**src/rtl/cost_table_loader.sv**
```systemverilog
// Loads a 64-entry x 7-bit cost table (W*8+J) from a valid/ready stream and serves combinational reads.
// Optional running sum of loaded costs enabled by defining COST_SUM_EN.
module cost_table_loader (
    input  logic        CLK,
    input  logic        RST,
    input  logic        in_valid,
    input  logic [6:0]  in_data,
    output logic        in_ready,
    input  logic        clear,
    input  logic [2:0]  W,
    input  logic [2:0]  J,
    output logic [6:0]  Cost,
    output logic        table_ready,
    output logic        jam_rst,
    output logic [12:0] sum_total
);

    typedef enum logic [1:0] {
        ST_LOAD,
        ST_READY,
        ST_FLUSH
    } state_t;

    state_t      state_q, state_d;
    logic [5:0]  load_cnt_q, load_cnt_d;
    logic        table_ready_q, table_ready_d;
    logic        ready_seen_q, ready_seen_d;
    logic        xfer;
    logic [6:0]  mem [64];

    always_ff @(posedge CLK or posedge RST) begin
        if (RST) begin
            state_q       <= ST_LOAD;
            load_cnt_q    <= '0;
            table_ready_q <= 1'b0;
            ready_seen_q  <= 1'b0;
        end else begin
            state_q       <= state_d;
            load_cnt_q    <= load_cnt_d;
            table_ready_q <= table_ready_d;
            ready_seen_q  <= ready_seen_d;
        end
    end

    always_comb begin
        state_d       = state_q;
        load_cnt_d    = load_cnt_q;
        table_ready_d = table_ready_q;
        ready_seen_d  = (state_q == ST_READY);
        // clear wins over a concurrent transfer by masking in_ready
        in_ready      = (state_q == ST_LOAD) && !clear;
        xfer          = in_valid && in_ready;

        if (clear) begin
            state_d       = ST_FLUSH;
            load_cnt_d    = '0;
            table_ready_d = 1'b0;
            ready_seen_d  = 1'b0;
        end else begin
            case (state_q)
                ST_LOAD: begin
                    if (xfer) begin
                        load_cnt_d = load_cnt_q + 6'd1;
                        if (load_cnt_q == 6'd63) begin
                            state_d       = ST_READY;
                            table_ready_d = 1'b1;
                        end
                    end
                end
                ST_READY: begin
                    state_d = ST_READY;
                end
                ST_FLUSH: begin
                    load_cnt_d    = '0;
                    table_ready_d = 1'b0;
                    state_d       = ST_LOAD;
                end
                default: begin
                    state_d = ST_LOAD;
                end
            endcase
        end
    end

    // Engine stays in reset until it has seen one full cycle with the complete table
    assign jam_rst     = (state_q != ST_READY) || !ready_seen_q;
    assign table_ready = table_ready_q;

    always_ff @(posedge CLK) begin
        if (xfer) begin
            mem[load_cnt_q] <= in_data;
        end
    end

    assign Cost = mem[{W, J}];

`ifdef COST_SUM_EN
    logic [12:0] sum_q, sum_d;

    always_ff @(posedge CLK or posedge RST) begin
        if (RST) begin
            sum_q <= '0;
        end else begin
            sum_q <= sum_d;
        end
    end

    always_comb begin
        sum_d = sum_q;
        if (state_q == ST_FLUSH) begin
            sum_d = '0;
        end else if (xfer) begin
            sum_d = sum_q + {6'd0, in_data};
        end
    end

    assign sum_total = sum_q;
`else
    assign sum_total = '0;
`endif

endmodule

```
**config.mk**
```make
export PLATFORM = sky130hd
export DESIGN_NAME = cost_table_loader
export DESIGN_NICKNAME = d
export VERILOG_FILES = /design/src/rtl/cost_table_loader.sv
export SDC_FILE = /design/constraint.sdc
export NUM_CORES = 1
export LEC_CHECK = 0
export BUFFER_PORTS_ARGS = -buffer_cell sky130_fd_sc_hd__buf_2
export CORE_AREA = 2 2 204 206
export CTS_CLUSTER_DIAMETER = 40
export CTS_CLUSTER_SIZE = 24
export DETAILED_ROUTE_END_ITERATION = 6
export DIE_AREA = 0 0 206 208
export SLEW_MARGIN = 20
export SYNTH_ARGS = -nofsm -noshare
export SYNTH_HDL_FRONTEND = slang
export SYNTH_SLANG_ARGS = --single-unit
```
**constraint.sdc**
```tcl
create_clock -name CLK -period 2.92 [get_ports CLK]
set_clock_uncertainty 0.05 [all_clocks]
set_input_delay 0.438 -clock CLK [delete_from_list [all_inputs] [get_ports CLK]]
set_output_delay 0.438 -clock CLK [all_outputs]
set_load 0.05 [all_outputs]
```
## Yosys cells after proc, flatten, opt, wreduce, memory -nomap -nowiden

Memories as Yosys holds them, arrays and structs flattened.
Cells that the tools add are included.

| word-level totals | value |
|---|---|
| logic and storage cells | 36 |
| RAM bits | 448 |
| output and inout bits | 23 |
| flip-flop bits (word level) | 10 |
| latch bits | 0 |
| memories | 1 |
| ROM bits | 0 |
| input port bits | 17 |

Memory list:

| name | depth | width | read ports | clocked after Yosys merged registers in | write ports | line | RTL |
|---|---|---|---|---|---|---|---|
| mem | 64 | 7 | 1 | 0 | 1 | 29 | `logic [6:0] mem [64];` |

| cells by class | value |
|---|---|
| reductions and logical operators | 10 |
| shifts and indexed selects | 0 |
| add/sub/neg operators | 1 |
| multipliers | 0 |
| eq/ne operators | 6 |
| bitwise gates (word level) | 0 |
| magnitude comparators | 0 |
| divide/modulo/power cells | 0 |
| multiplexer cells | 14 |

Operator list:

| operator | count |
|---|---|
| two-way mux 6 bit | 2 |
| case mux 6 bit (2 select lines) | 1 |
| adder 6 x 1 -> 6 bit, second input constant | 1 |
| == test 6 bit, second input constant | 1 |
| two-way mux 1 bit | 6 |
| two-way mux 2 bit | 3 |
| case mux 2 bit (2 select lines) | 1 |
| AND reduction 2 bit | 2 |
| inequality test 3 x 2 -> 1 bit, second input constant | 1 |
| inequality test 3 bit, second input constant | 1 |
| AND reduction 3 bit | 1 |
| nonzero test 3 bit | 1 |
| == test 2 x 1 -> 1 bit, second input constant | 1 |
| == test 2 bit, second input constant | 1 |
| logical AND 1 bit | 2 |
| logical NOT 1 bit | 2 |
| logical NOT 2 bit | 1 |
| inequality test 2 x 1 -> 1 bit, second input constant | 1 |
| case mux 1 bit (2 select lines) | 1 |
| logical OR 1 bit | 1 |

## Logic depth before layout (Yosys ltp)

Gate-level depths: netlist (run 1).

| depth | value |
|---|---|
| word-level depth | 6 |
| gate-level depth with buffers | 7 |

## Least setup slack after synthesis (run 1)

OpenSTA, ideal clock, no wires.

| timing path | value |
|---|---|
| path type | input port to flip-flop |
| start point | input port clear |
| end point | memory mem[14][0], enable pin |
| arrival time | 2.593 ns |
| stages on the path | 4 |
| setup time | 0.360 ns |
| data required time | 2.510 ns |
| path slack | -0.083 ns |
| cell sequence | nor3_1 -> and3b_1 -> nand3_1 -> nor2_1 |

| on the way | value |
|---|---|
| longest elaborated chain between the ends | 5 |

RTL lines:

| element | line | RTL |
|---|---|---|
| from (decl) | 9 | `input logic clear,` |
| logical NOT 1 bit | 51 | `in_ready = (state_q == ST_LOAD) && !clear;` |
| logical AND 1 bit | 51 |  |
| logical AND 1 bit | 52 | `xfer = in_valid && in_ready;` |
| two-way mux 1 bit | 90 | `if (xfer) begin` |
| two-way mux 1 bit (not written as such) | 91 | `mem[load_cnt_q] <= in_data;` |
| to (decl) | 29 |  |

Every way passes these cells.

## Worst setup path after layout (run 1)

| timing path | value |
|---|---|
| start point | memory mem[40][3] |
| end point | output port Cost[3] |

| on the way | value |
|---|---|
| longest elaborated chain between the ends | 1 |

RTL lines:

| element | line | RTL |
|---|---|---|
| memory read (64 x 7 bit) | n/a |  |
| to (decl) | 12 | `output logic [6:0] Cost,` |

Every way passes these cells.

==> results of run 1 <==
-- through the flow --
step / util / cells / setup TNS, ns / cell area [um^2]
global placement: 0.486 / 1531 / -0.00201 / 19700
detailed placement: 0.486 / 1531 / -0.00534 / 19700
CTS: 0.532 / 1628 / -0.00442 / 21600
finish: 0.535 / 1627 / 0 / 21700
floorplan: - / 896 / 0 / 18100
global route: 0.535 / 1627 / -0.0129 / 21700
-- placed cells by master (no fill, tap or decap), drive strengths merged, types with 2 or more instances in the layout --
master / instances
clkinv: 21
mux2: 2
o221ai: 5
a22oi: 8
nand3: 10
inv: 13
nor2: 90
or3: 2
nand4: 2
o31ai: 5
a211oi: 6
nor3: 8
clkbuf: 56
buf: 160
a32o: 5
nand2b: 3
and3b: 4
o22ai: 23
clkinvlp: 5
or3b: 5
dlygate4sd3: 3
xnor2: 4
mux2i: 10
bufinv: 5
nor3b: 3
conb: 13
o21ai: 12
a21o: 2
nor2b: 2
mux4: 112
nor4: 2
edfxtp: 448
a21oi: 2
dfrtp: 10
and3: 2
nand3b: 8
nand2: 18
-- flip-flops by register name, summed over array words and instances (netlist names) --
register / count
load_cnt_q: 6
mem: 448
state_q: 2
ready_seen_q: 1
table_ready: 1
-- power breakdown --
part | switching, mW | internal [mW]
clock | 2.69 | 3.83
sequential | 0.00392 | 7.22
combinational | 0.486 | 0.319
-- final timing paths --
kind,start,to,depth (start not counted)
worst max-delay path,mem[40][3],Cost[3],5
worst max register to register,state_q[0],mem[16][2],6
min in group asynchronous,RST,ready_seen_q,3
worst min register to register,table_ready,table_ready,2
max in group asynchronous,RST,load_cnt_q[5],3
worst min-delay path,in_data[4],mem[32][4],1
-- cell families after synthesis --
logic type | count (synthesis) | share of synthesized area
AOI/OAI and AO/OA | 71 | 0.0274
xor gates and xnor gates | 4 | 0.00194
adders and majority gates | 1 | 0.000694
buffers and inverters | 64 | 0.0212
DFF | 458 | 0.760
muxes | 124 | 0.147
other | 1 | 0.000208
and+or+nand+nor | 161 | 0.0416
-- layer usage --
metal	up-vias	wire length (um)
met3	53	2530
li1	3973	-
met1	4765	18000
met4	0	827
met5	-	0
met2	287	19000
-- what timing repair did --
action,4_1_cts,5_1_grt
hold endpoints to repair,12,0
setup endpoints to repair,5,6
gates resized for setup,14,23
hold buffers,3,0
gates cloned,0,1
pin swaps,0,5
-- cell type report --
type	instances	area [um^2]	area share
Clock inverter	40	423	0.0195
Multi-Input combinational cell	374	4110	0.190
Sequential cell	458	13700	0.632
Inverter	4	15.0	0.000693
Clock buffer	55	1330	0.0615
Timing Repair Buffer	164	1420	0.0656
Tap cell	532	666	0.0307
-- worst reg2reg max path, cell delays in order, from the launching register on --
cell and delay (ns):
sky130_fd_sc_hd__dfrtp_1 0.43, sky130_fd_sc_hd__nor3_2 0.29, sky130_fd_sc_hd__and3b_1 0.33, sky130_fd_sc_hd__nand2_1 0.38
sky130_fd_sc_hd__buf_4 0.30, sky130_fd_sc_hd__nor2_1 0.13, sky130_fd_sc_hd__buf_4 0.20
==> PnR_summary.wiki, run 1 <==
{| class="wikitable"
! Metric !! Value
|-
| Outcome || finished clean
|-
| Largest incremental delay on the critical path || 0.48 ns
|-
| Clock tree from TritonCTS || yes
|-
| Most used standard cells in the synthesized netlist || sky130_fd_sc_hd__edfxtp_1 (448), sky130_fd_sc_hd__mux4_2 (112), sky130_fd_sc_hd__nor2_1 (90)
|-
| Number of clock buffers inserted by TritonCTS || 52
|-
| Worst setup slack before clock tree synthesis || -0.00534 ns
|-
| FP Rows || 74
|-
| Filler instances || 3169
|-
| Endpoint arrival time on the critical path || ~2.4 ns
|-
| Max FO, Critical Path || 1
|-
| Wire length of the first global-routing pass || between 60000 and 70000 um
|-
| Hold slack final || 0.157 ns
|-
| Met3 layer usage reported by global route || 0.0378
|-
| Final weighted congestion in routability-driven placement || about 0.8
|-
| HPWL reported at the end of detailed placement || approximately 26000 um
|-
| Share of cells above drive strength 1 || 0.353
|-
| Static power due to leakage || between 7 and 8 nW
|-
| Crit-path leading delay family || multiplexers
|-
| Post CTS Setup Buffer Count || 0
|-
| Maximum number of pins on one net before global-route repair || 65
|-
| Die boundary width || 206 um
|-
| Startpoint types || flop
|-
| First-pass iteration count of the detailed router || 5
|-
| Via count of the first global-routing pass || 9389
|-
| Most area-hungry cell type in the Yosys netlist || sky130_fd_sc_hd__edfxtp_1
|-
| Number of diodes added for antenna fixing || 0
|-
| Most used flip-flop cell after synthesis || sky130_fd_sc_hd__edfxtp_1
|-
| Cell types occupying the most area after synthesis || sky130_fd_sc_hd__edfxtp_1 (75%), sky130_fd_sc_hd__mux4_2 (14%), sky130_fd_sc_hd__nor2_1 (1.9%), sky130_fd_sc_hd__dfrtp_1 (1.4%), sky130_fd_sc_hd__buf_4 (0.83%)
|-
| Final count of hold timing violations || 0
|-
| Sequential area share after synthesis || 0.760
|-
| Time the final worst path needs with I/O delays and setup || around 2.9 ns
|-
| GRT Max-Usage Layer || met2
|-
| Critical path buffers and inverters || 1
|-
| DRC || 0
|-
| Count of routing violations after the opening detailed-route iteration || 860
|-
| Distinct cell type count of the synthesized netlist || between 40 and 50
|-
| Final Max Slew Viols || 0
|-
| Clock Pin Slew Worst Setup and Hold Paths || approximately 0.07 ns
|-
| Total GRT Usage || 0.194
|-
| Sequence of cells on the critical path || mux4_2, a22oi_2, nand4_1, mux2_2, buf_6
|-
| FF+latch count, synth || 458
|-
| Worst min-delay path class || in2reg
|-
| Fraction of met1 tracks used by global routing || 0.288
|-
| Worst Path Required || roughly 2.4 ns
|-
| Slowest stage cell on the critical path || sky130_fd_sc_hd__mux4_2
|-
| Initial Util || 0.444
|-
| Signed area change from the synthesized netlist to the final layout || 20.3%
|-
| Area of the die || 42800 um^2
|-
| Root Buffer Master || sky130_fd_sc_hd__clkbuf_16
|-
| Maximum resistive drop on vdd || slightly above 500 uV
|-
| Final routed wire length divided by cell count || roughly 25 um
|-
| Bufs on Longest Clock Path || 3
|-
| Cells after synthesis || 884
|-
| Antenna violations before repair || 0
|-
| Die extent in y || 208 um
|-
| Power, Total || ~15 mW
|-
| Total grt overflow || 0
|-
| Clock latency on the worst-skew pair || about 0.57 ns
|-
| Max-cap check violation count || 0
|-
| Worst Max-Slew Pin Slew || about 0.73 ns
|-
| Relative slew margins || 0.511
|-
| Reg2reg setup slack || 0.51 ns
|-
| EDFF count, synth || ~450
|-
| Vias/cell || between 5 and 6
|-
| Cell with the most instances after synthesis || sky130_fd_sc_hd__edfxtp_1
|-
| Worst Path Class, Setup || reg2out
|-
| Net count of the finished layout || 1072
|-
| Final period utilization || 0.981
|-
| Yosys warnings || 0
|-
| Worst Slack Setup Final || approximately 0.054 ns
|-
| Max H-tree Level || 2
|-
| Port Buf Inserts || 26
|-
| Antenna-violating nets left || 0
|-
| Final WL || slightly above 40000 um
|-
| Async set-reset flop share out of synthesis || 0.0218
|-
| Capturing element type of the critical path || primary output
|-
| Mean instance size in the synthesized netlist || around 20 um^2
|-
| Clock sinks || ~460
|-
| Core Area || 40600 um^2
|-
| Synth Cell Area || roughly 18000 um^2
|-
| Highest clock frequency the design can meet || between 0.3 and 0.4 GHz
|-
| Met2 capacity usage during global routing || 0.295
|-
| Setup violations, final || 0
|-
| Share of the synthesized area in the top cell type || 0.746
|-
| I/O pin cnt || 40
|-
| Number of vias after detailed routing || ~9100
|-
| Pwr/cell area || around 670 nW/um^2
|}
No activity file was read; power rests on OpenSTA's default activity.
==> run 2: changes to the inputs <==
ABC_AREA = 1   (was default)
CORE_AREA = 2 2 209 211   (was 2 2 204 206)
DIE_AREA = 0 0 211 213   (was 0 0 206 208)
MAX_ROUTING_LAYER = met4   (was default)
==> run 2 against run 1 <==
Wire length up 21%. Worst hold slack lost 0.023 ns. Setup slack improved by 0.088 ns. Register-to-register slack worse by 0.02 ns. Utilization decreased by 1.3 points. Largest power group is now the clock network.
==> PnR_summary.wiki, run 2 <==
{| class="wikitable"
! Metric !! Value
|-
| Outcome || finished clean
|-
| Unrepaired setup endpoints after global routing || false
|-
| Count of routing violations after the opening detailed-route iteration || ~1400
|-
| Initial Util || 0.445
|-
| Root Buffer Master || sky130_fd_sc_hd__clkbuf_16
|-
| Via count of the first global-routing pass || 12000
|-
| Final count of hold timing violations || 0
|-
| Pwr/cell area || between 700 and 800 nW/um^2
|-
| Maximum resistive drop on vdd || around 530 uV
|-
| Final routed wire length divided by cell count || 20.8 um
|-
| Time the final worst path needs with I/O delays and setup || 2.78 ns
|-
| HPWL reported at the end of detailed placement || between 20000 and 30000 um
|-
| Worst min-delay path class || in2reg
|-
| Most area-hungry cell type in the Yosys netlist || sky130_fd_sc_hd__edfxtp_1
|-
| Clock latency on the worst-skew pair || 0.61 ns
|-
| Hold slack final || ~0.13 ns
|-
| Worst Reg-to-Reg Cells || 9
|-
| FF+latch count, synth || around 460
|-
| Total GRT Usage || 0.229
|-
| Share of the synthesized area in the top cell type || 0.708
|-
| Total grt overflow || 0
|-
| Clock tree from TritonCTS || yes
|-
| Most common library cell in the layout ignoring fill and taps || sky130_fd_sc_hd__nand2_1
|-
| Static power due to leakage || slightly above 8 nW
|-
| Cells after synthesis || approximately 1700
|-
| Number of vias after detailed routing || around 13000
|-
| Capturing element type of the critical path || primary output
|-
| Worst setup path endpoint || Cost[4]
|-
| Cell types occupying the most area after synthesis || sky130_fd_sc_hd__edfxtp_1 (71%), sky130_fd_sc_hd__nand2_1 (12%), sky130_fd_sc_hd__nand3_1 (10%), sky130_fd_sc_hd__nor2_1 (1.6%), sky130_fd_sc_hd__dfrtp_1 (1.3%)
|-
| Power, Total || 15.7 mW
|-
| Endpoint arrival time on the critical path || 2.29 ns
|-
| Final WL || roughly 49000 um
|-
| Antenna-violating nets left || 0
|-
| Reg2reg setup slack || around 0.49 ns
|-
| Async set-reset flop share out of synthesis || 0.0218
|-
| Reg2Reg Capture Point || mem[41][6]
|-
| Commonest cells after routing, fill and taps aside || sky130_fd_sc_hd__nand2_1 (586), sky130_fd_sc_hd__edfxtp_1 (448), sky130_fd_sc_hd__nand3_1 (384)
|-
| Total of hold buffers inserted after clock tree synthesis || 2
|-
| Max H-tree Level || 2
|-
| Number of flip-flops in the largest register || 448
|-
| Final weighted congestion in routability-driven placement || 0.862
|-
| Most used flip-flop cell after synthesis || sky130_fd_sc_hd__edfxtp_1
|-
| Net count of the finished layout || 1768
|-
| Area of the die || about 45000 um^2
|-
| TNS Setup || 0 ns
|-
| Number of clock buffers inserted by TritonCTS || 60
|-
| Registers with the highest flip-flop counts || mem x448, load_cnt_q x6, state_q x2
|-
| Startpoint types || input port
|-
| Post_cts resized || 0
|-
| Bufs on Longest Clock Path || 3
|-
| Max-cap check violation count || 0
|-
| Relative slew margins || 0.500
|-
| Most used standard cells in the synthesized netlist || sky130_fd_sc_hd__nand2_1 (586), sky130_fd_sc_hd__edfxtp_1 (448), sky130_fd_sc_hd__nand3_1 (384)
|-
| Clock sinks || between 400 and 500
|-
| Maximum number of pins on one net before global-route repair || 80
|-
| First-pass iteration count of the detailed router || 6
|-
| Highest clock frequency the design can meet || 0.360 GHz
|-
| Number of diodes added for antenna fixing || 0
|-
| Post CTS Setup Buffer Count || 0
|-
| Port Buf Inserts || 26
|-
| Max FO, Critical Path || around 80
|-
| Crit. Startpoint || J[0]
|-
| Antenna violations before repair || 0
|-
| Final Max Slew Viols || 0
|-
| Distinct cell type count of the synthesized netlist || 26
|-
| Cell with the most instances after synthesis || sky130_fd_sc_hd__nand2_1
|-
| DRC || 0
|-
| Signed area change from the synthesized netlist to the final layout || 17.2%
|-
| EDFF count, synth || between 400 and 500
|-
| Share of cells above drive strength 1 || 0.131
|-
| Worst Path Class, Setup || in2out
|-
| Final core occ || 0.522
|-
| Wire length of the first global-routing pass || around 74000 um
|-
| Clock Pin Slew Worst Setup and Hold Paths || roughly 0.060 ns
|-
| Setup violations, final || 0
|-
| Synth Cell Area || 19000 um^2
|-
| Sequential area share after synthesis || 0.721
|-
| Vias/cell || between 5 and 6
|-
| I/O pin cnt || 40
|-
| Source of the worst register-to-register timing path || state_q[1]
|-
| Mean instance size in the synthesized netlist || between 10 and 15 um^2
|-
| Register with the most flip-flops || mem
|-
| Die boundary width || about 210 um
|-
| Final period utilization || 0.951
|-
| Core Area || around 43000 um^2
|-
| Yosys warnings || 0
|-
| Worst Path Required || between 2 and 2.5 ns
|-
| FP Rows || 76
|-
| Worst Max-Slew Pin Slew || 0.751 ns
|-
| Die extent in y || ~210 um
|}
-- run 2: changes by cell type in the layout (fill, tap and decap cells not counted), moves of 6 or more --
cell	before	now
sky130_fd_sc_hd__nand2_1	18	586
sky130_fd_sc_hd__nand3_1	10	384
sky130_fd_sc_hd__mux4_2	112	0
sky130_fd_sc_hd__buf_4	123	86
sky130_fd_sc_hd__o22ai_1	16	0
sky130_fd_sc_hd__inv_1	4	14
sky130_fd_sc_hd__mux2i_1	10	0
sky130_fd_sc_hd__nor2_1	90	80
sky130_fd_sc_hd__nand3b_1	8	0
sky130_fd_sc_hd__buf_2	17	24
sky130_fd_sc_hd__clkbuf_16	54	61
sky130_fd_sc_hd__a211oi_1	6	0
sky130_fd_sc_hd__o22ai_2	6	0
-- run 2: layout make-up --
type                    count  area [um^2]
well taps                 546          683
repair buffers            130         1140
flip-flops and latches    458        13700
multi-input cells        1081         4590
clock inverters            45          523
inverters                  19         77.6
fillers                  3620        20400
clock buffers              67         1560
-- run 2: power by group --
| group | switching [mW] | leakage (nW) | internal, mW |
|---|---|---|---|
| clock network | 2.93 | 0.985 | 4.61 |
| logic | 0.687 | 3.09 | 0.228 |
| registers | 0.00332 | 4.16 | 7.22 |
-- run 2: worst min-delay path by stage --
| stage | slack (ns) | from | endpoint | depth (start not counted) |
|---|---|---|---|---|
| 2_1_floorplan | 0.23 | RST | load_cnt_q[0] | 1 |
| 3_3_place_gp | 0.39 | RST | table_ready | 2 |
| 3_5_place_dp | 0.40 | RST | state_q[0] | 2 |
| 4_1_cts | 0.10 | in_valid | state_q[0] | 3 |
| 5_1_grt | 0.14 | in_valid | state_q[0] | 3 |
| 6_report | 0.13 | in_valid | state_q[0] | 3 |
-- run 2: worst max-delay path: stages --
cell                      delay (ns)
sky130_fd_sc_hd__buf_6          0.13
sky130_fd_sc_hd__inv_6          0.11
sky130_fd_sc_hd__buf_12         0.31
sky130_fd_sc_hd__nand2_1        0.09
sky130_fd_sc_hd__nand3_1        0.12
sky130_fd_sc_hd__nand3_1        0.12
sky130_fd_sc_hd__nand2_1        0.09
sky130_fd_sc_hd__nand2_1        0.09
sky130_fd_sc_hd__nand3_1        0.21
sky130_fd_sc_hd__nand3_1        0.17
sky130_fd_sc_hd__nand2_1        0.10
sky130_fd_sc_hd__buf_2          0.26
-- run 2: per-stage QoR --
step	area (um^2)	worst slack (ns)	std cells
floorplan	19100	0.709	1666
global placement	20200	0.146	2232
detailed placement	20200	0.141	2232
CTS	22300	0.142	2346
global route	22300	0.0274	2346
finish	22300	0.143	2346
-- run 2: logic make-up (layout without fill, tap and decap cells) --
family          Yosys count  in the layout  synth area share
flops                   458            458             0.721
simple gates           1060           1060             0.236
buf+inv                 127            261            0.0402
fa+ha+maj                 1              1          0.000658
compound gates            7              7           0.00197
other cells               1             13          0.000197
-- run 2: routing by layer --
metal,global-route usage,vias up,part of all wire
met1,0.312,6095,0.43
li1,-,5951,-
met2,0.357,451,0.48
met5,-,-,0
met3,0.0302,91,0.064
met4,0.0833,0,0.029
==> run 3: changes to the inputs <==
SETUP_SLACK_MARGIN = 0.15   (was default)
==> run 3 against run 2 <==
Fmax rose by 3.6%. Final cell count about the same. Design area is 0.20% higher. Critical path type unchanged. Largest power group unchanged. Highest routed layer unchanged.
==> PnR_summary.wiki, run 3 (synthesis results as in run 2) <==
{| class="wikitable"
! Metric !! Value
|-
| Antenna violations before repair || 0
|-
| Number of clock buffers inserted by TritonCTS || 60
|-
| Worst Path Required || 2.43 ns
|-
| I/O pin cnt || 40
|-
| Unrepaired setup endpoints after global routing || true
|-
| Reg2reg setup slack || around 0.48 ns
|-
| Max-cap check violation count || 0
|-
| Worst Slack Setup Final || around 0.24 ns
|-
| Clock tree from TritonCTS || yes
|-
| Maximum number of pins on one net before global-route repair || 80
|-
| Max FO, Critical Path || 55
|-
| Worst Path Class, Setup || in2out
|-
| Initial Util || 0.445
|-
| Hold slack final || about 0.14 ns
|-
| Final routed wire length divided by cell count || approximately 21 um
|-
| Final count of hold timing violations || 0
|-
| Port Buf Inserts || 26
|-
| Commonest cells after routing, fill and taps aside || sky130_fd_sc_hd__nand2_1 (586), sky130_fd_sc_hd__edfxtp_1 (448), sky130_fd_sc_hd__nand3_1 (384)
|-
| Crit. Startpoint || J[1]
|-
| Post CTS Setup Buffer Count || 0
|-
| Total GRT Usage || 0.229
|-
| Final weighted congestion in routability-driven placement || ~0.86
|-
| Final Max Slew Viols || 0
|-
| Number of diodes added for antenna fixing || 0
|-
| Total grt overflow || 0
|-
| Wire length of the first global-routing pass || 74100 um
|-
| Number of flip-flops in the largest register || around 450
|-
| Signed area change from the synthesized netlist to the final layout || 17.4%
|-
| Filler instances || 3613
|-
| Count of routing violations after the opening detailed-route iteration || around 1400
|-
| Worst Max-Slew Pin Slew || approximately 0.74 ns
|-
| Worst setup slack before clock tree synthesis || between 0.1 and 0.15 ns
|-
| Share of cells above drive strength 1 || 0.131
|-
| Endpoint arrival time on the critical path || 2.19 ns
|-
| Relative slew margins || 0.506
|-
| Final WL || 49000 um
|-
| Static power due to leakage || between 8 and 9 nW
|-
| Root Buffer Master || sky130_fd_sc_hd__clkbuf_16
|-
| Antenna-violating nets left || 0
|-
| Bufs on Longest Clock Path || 3
|-
| Maximum resistive drop on vdd || roughly 530 uV
|-
| Net count of the finished layout || about 1800
|-
| Startpoint types || input port
|-
| Area of the die || about 45000 um^2
|-
| Pwr/cell area || 703 nW/um^2
|-
| TNS Setup || 0 ns
|-
| DRC || 0
|-
| Via count of the first global-routing pass || between 10000 and 15000
|-
| Highest clock frequency the design can meet || about 0.37 GHz
|-
| Die boundary width || about 210 um
|-
| Final period utilization || 0.919
|-
| Die extent in y || 213 um
|-
| Worst setup path endpoint || Cost[3]
|-
| Reg2Reg Capture Point || mem[41][6]
|-
| Clock sinks || between 400 and 500
|-
| Worst Reg-to-Reg Cells || 9
|-
| Source of the worst register-to-register timing path || state_q[1]
|-
| Capturing element type of the critical path || primary output
|-
| FP Rows || 76
|-
| Clock Pin Slew Worst Setup and Hold Paths || roughly 0.06 ns
|-
| Core Area || roughly 43000 um^2
|-
| Registers with the highest flip-flop counts || mem x448, load_cnt_q x6, state_q x2
|-
| Number of vias after detailed routing || about 13000
|-
| HPWL reported at the end of detailed placement || between 20000 and 30000 um
|-
| Outcome || finished clean
|-
| Setup violations, final || 0
|-
| Time the final worst path needs with I/O delays and setup || about 2.7 ns
|-
| Clock latency on the worst-skew pair || approximately 0.6 ns
|-
| First-pass iteration count of the detailed router || 6
|-
| Max H-tree Level || 2
|-
| Register with the most flip-flops || mem
|-
| Vias/cell || ~5.4
|-
| Worst min-delay path class || in2reg
|-
| Most common library cell in the layout ignoring fill and taps || sky130_fd_sc_hd__nand2_1
|}
[run 3: timing repair]
action	4_1_cts	5_1_grt
endpoints found under the setup margin	1	4
hold endpoints to repair	11	0
hold buffers	2	0
gates resized for setup	1	3
gates cloned	0	1
[run 3: per-layer routing]
layer	wire length, um	up-vias	track usage
li1	-	5951	-
met1	21000	6108	0.312
met2	23300	482	0.357
met3	3330	84	0.0302
met4	1370	0	0.0833
met5	0	-	-
[run 3: per-stage QoR]
step / std cells / power (mW) / cell area [um^2] / util
detailed placement: 2232 / 8.27 / 20200 / 0.472
finish: 2347 / 15.7 / 22300 / 0.523
global route: 2347 / 16.1 / 22300 / 0.523
CTS: 2346 / 15.8 / 22300 / 0.522
floorplan: 1666 / 7.93 / 19100 / -
global placement: 2232 / 8.27 / 20200 / 0.472
[run 3: area by class of cell]
| class | instances | area (um^2) | area share |
|---|---|---|---|
| multi-input combinational | 1081 | 4590 | 0.206 |
| sequential | 458 | 13700 | 0.614 |
| inverter | 19 | 77.6 | 0.00348 |
| tap | 546 | 683 | 0.0306 |
| timing repair buffer | 131 | 1180 | 0.0530 |
| clock buffer | 67 | 1560 | 0.0699 |
| clock inverter | 45 | 523 | 0.0234 |
[run 3: worst min path at each step]
stage	start	endpoint	slack, ns	depth (start not counted)
after global routing	in_valid	state_q[0]	0.14	3
after detailed placement	RST	state_q[0]	0.40	2
after floorplan	RST	load_cnt_q[0]	0.23	1
final	in_valid	state_q[0]	0.14	3
after CTS	in_valid	state_q[0]	0.10	3
after global placement	RST	table_ready	0.39	2
[run 3: power breakdown]
part | total [mW] | switching (mW) | internal (mW) | leakage, nW
sequential | 7.22 | 0.00333 | 7.22 | 4.16
clock | 7.54 | 2.93 | 4.61 | 0.985
combinational | 0.926 | 0.692 | 0.234 | 3.11
total | 15.7 | 3.62 | 12.1 | 8.26
[run 3: critical path, cell delays in order]
cell	delay, ns
sky130_fd_sc_hd__buf_4	0.17
sky130_fd_sc_hd__clkinv_2	0.15
sky130_fd_sc_hd__buf_12	0.23
sky130_fd_sc_hd__nand3_1	0.11
sky130_fd_sc_hd__nand3_1	0.10
sky130_fd_sc_hd__nand2_1	0.09
sky130_fd_sc_hd__nand2_1	0.12
sky130_fd_sc_hd__nand3_1	0.18
sky130_fd_sc_hd__nand3_1	0.14
sky130_fd_sc_hd__nand2_1	0.14
sky130_fd_sc_hd__buf_2	0.27
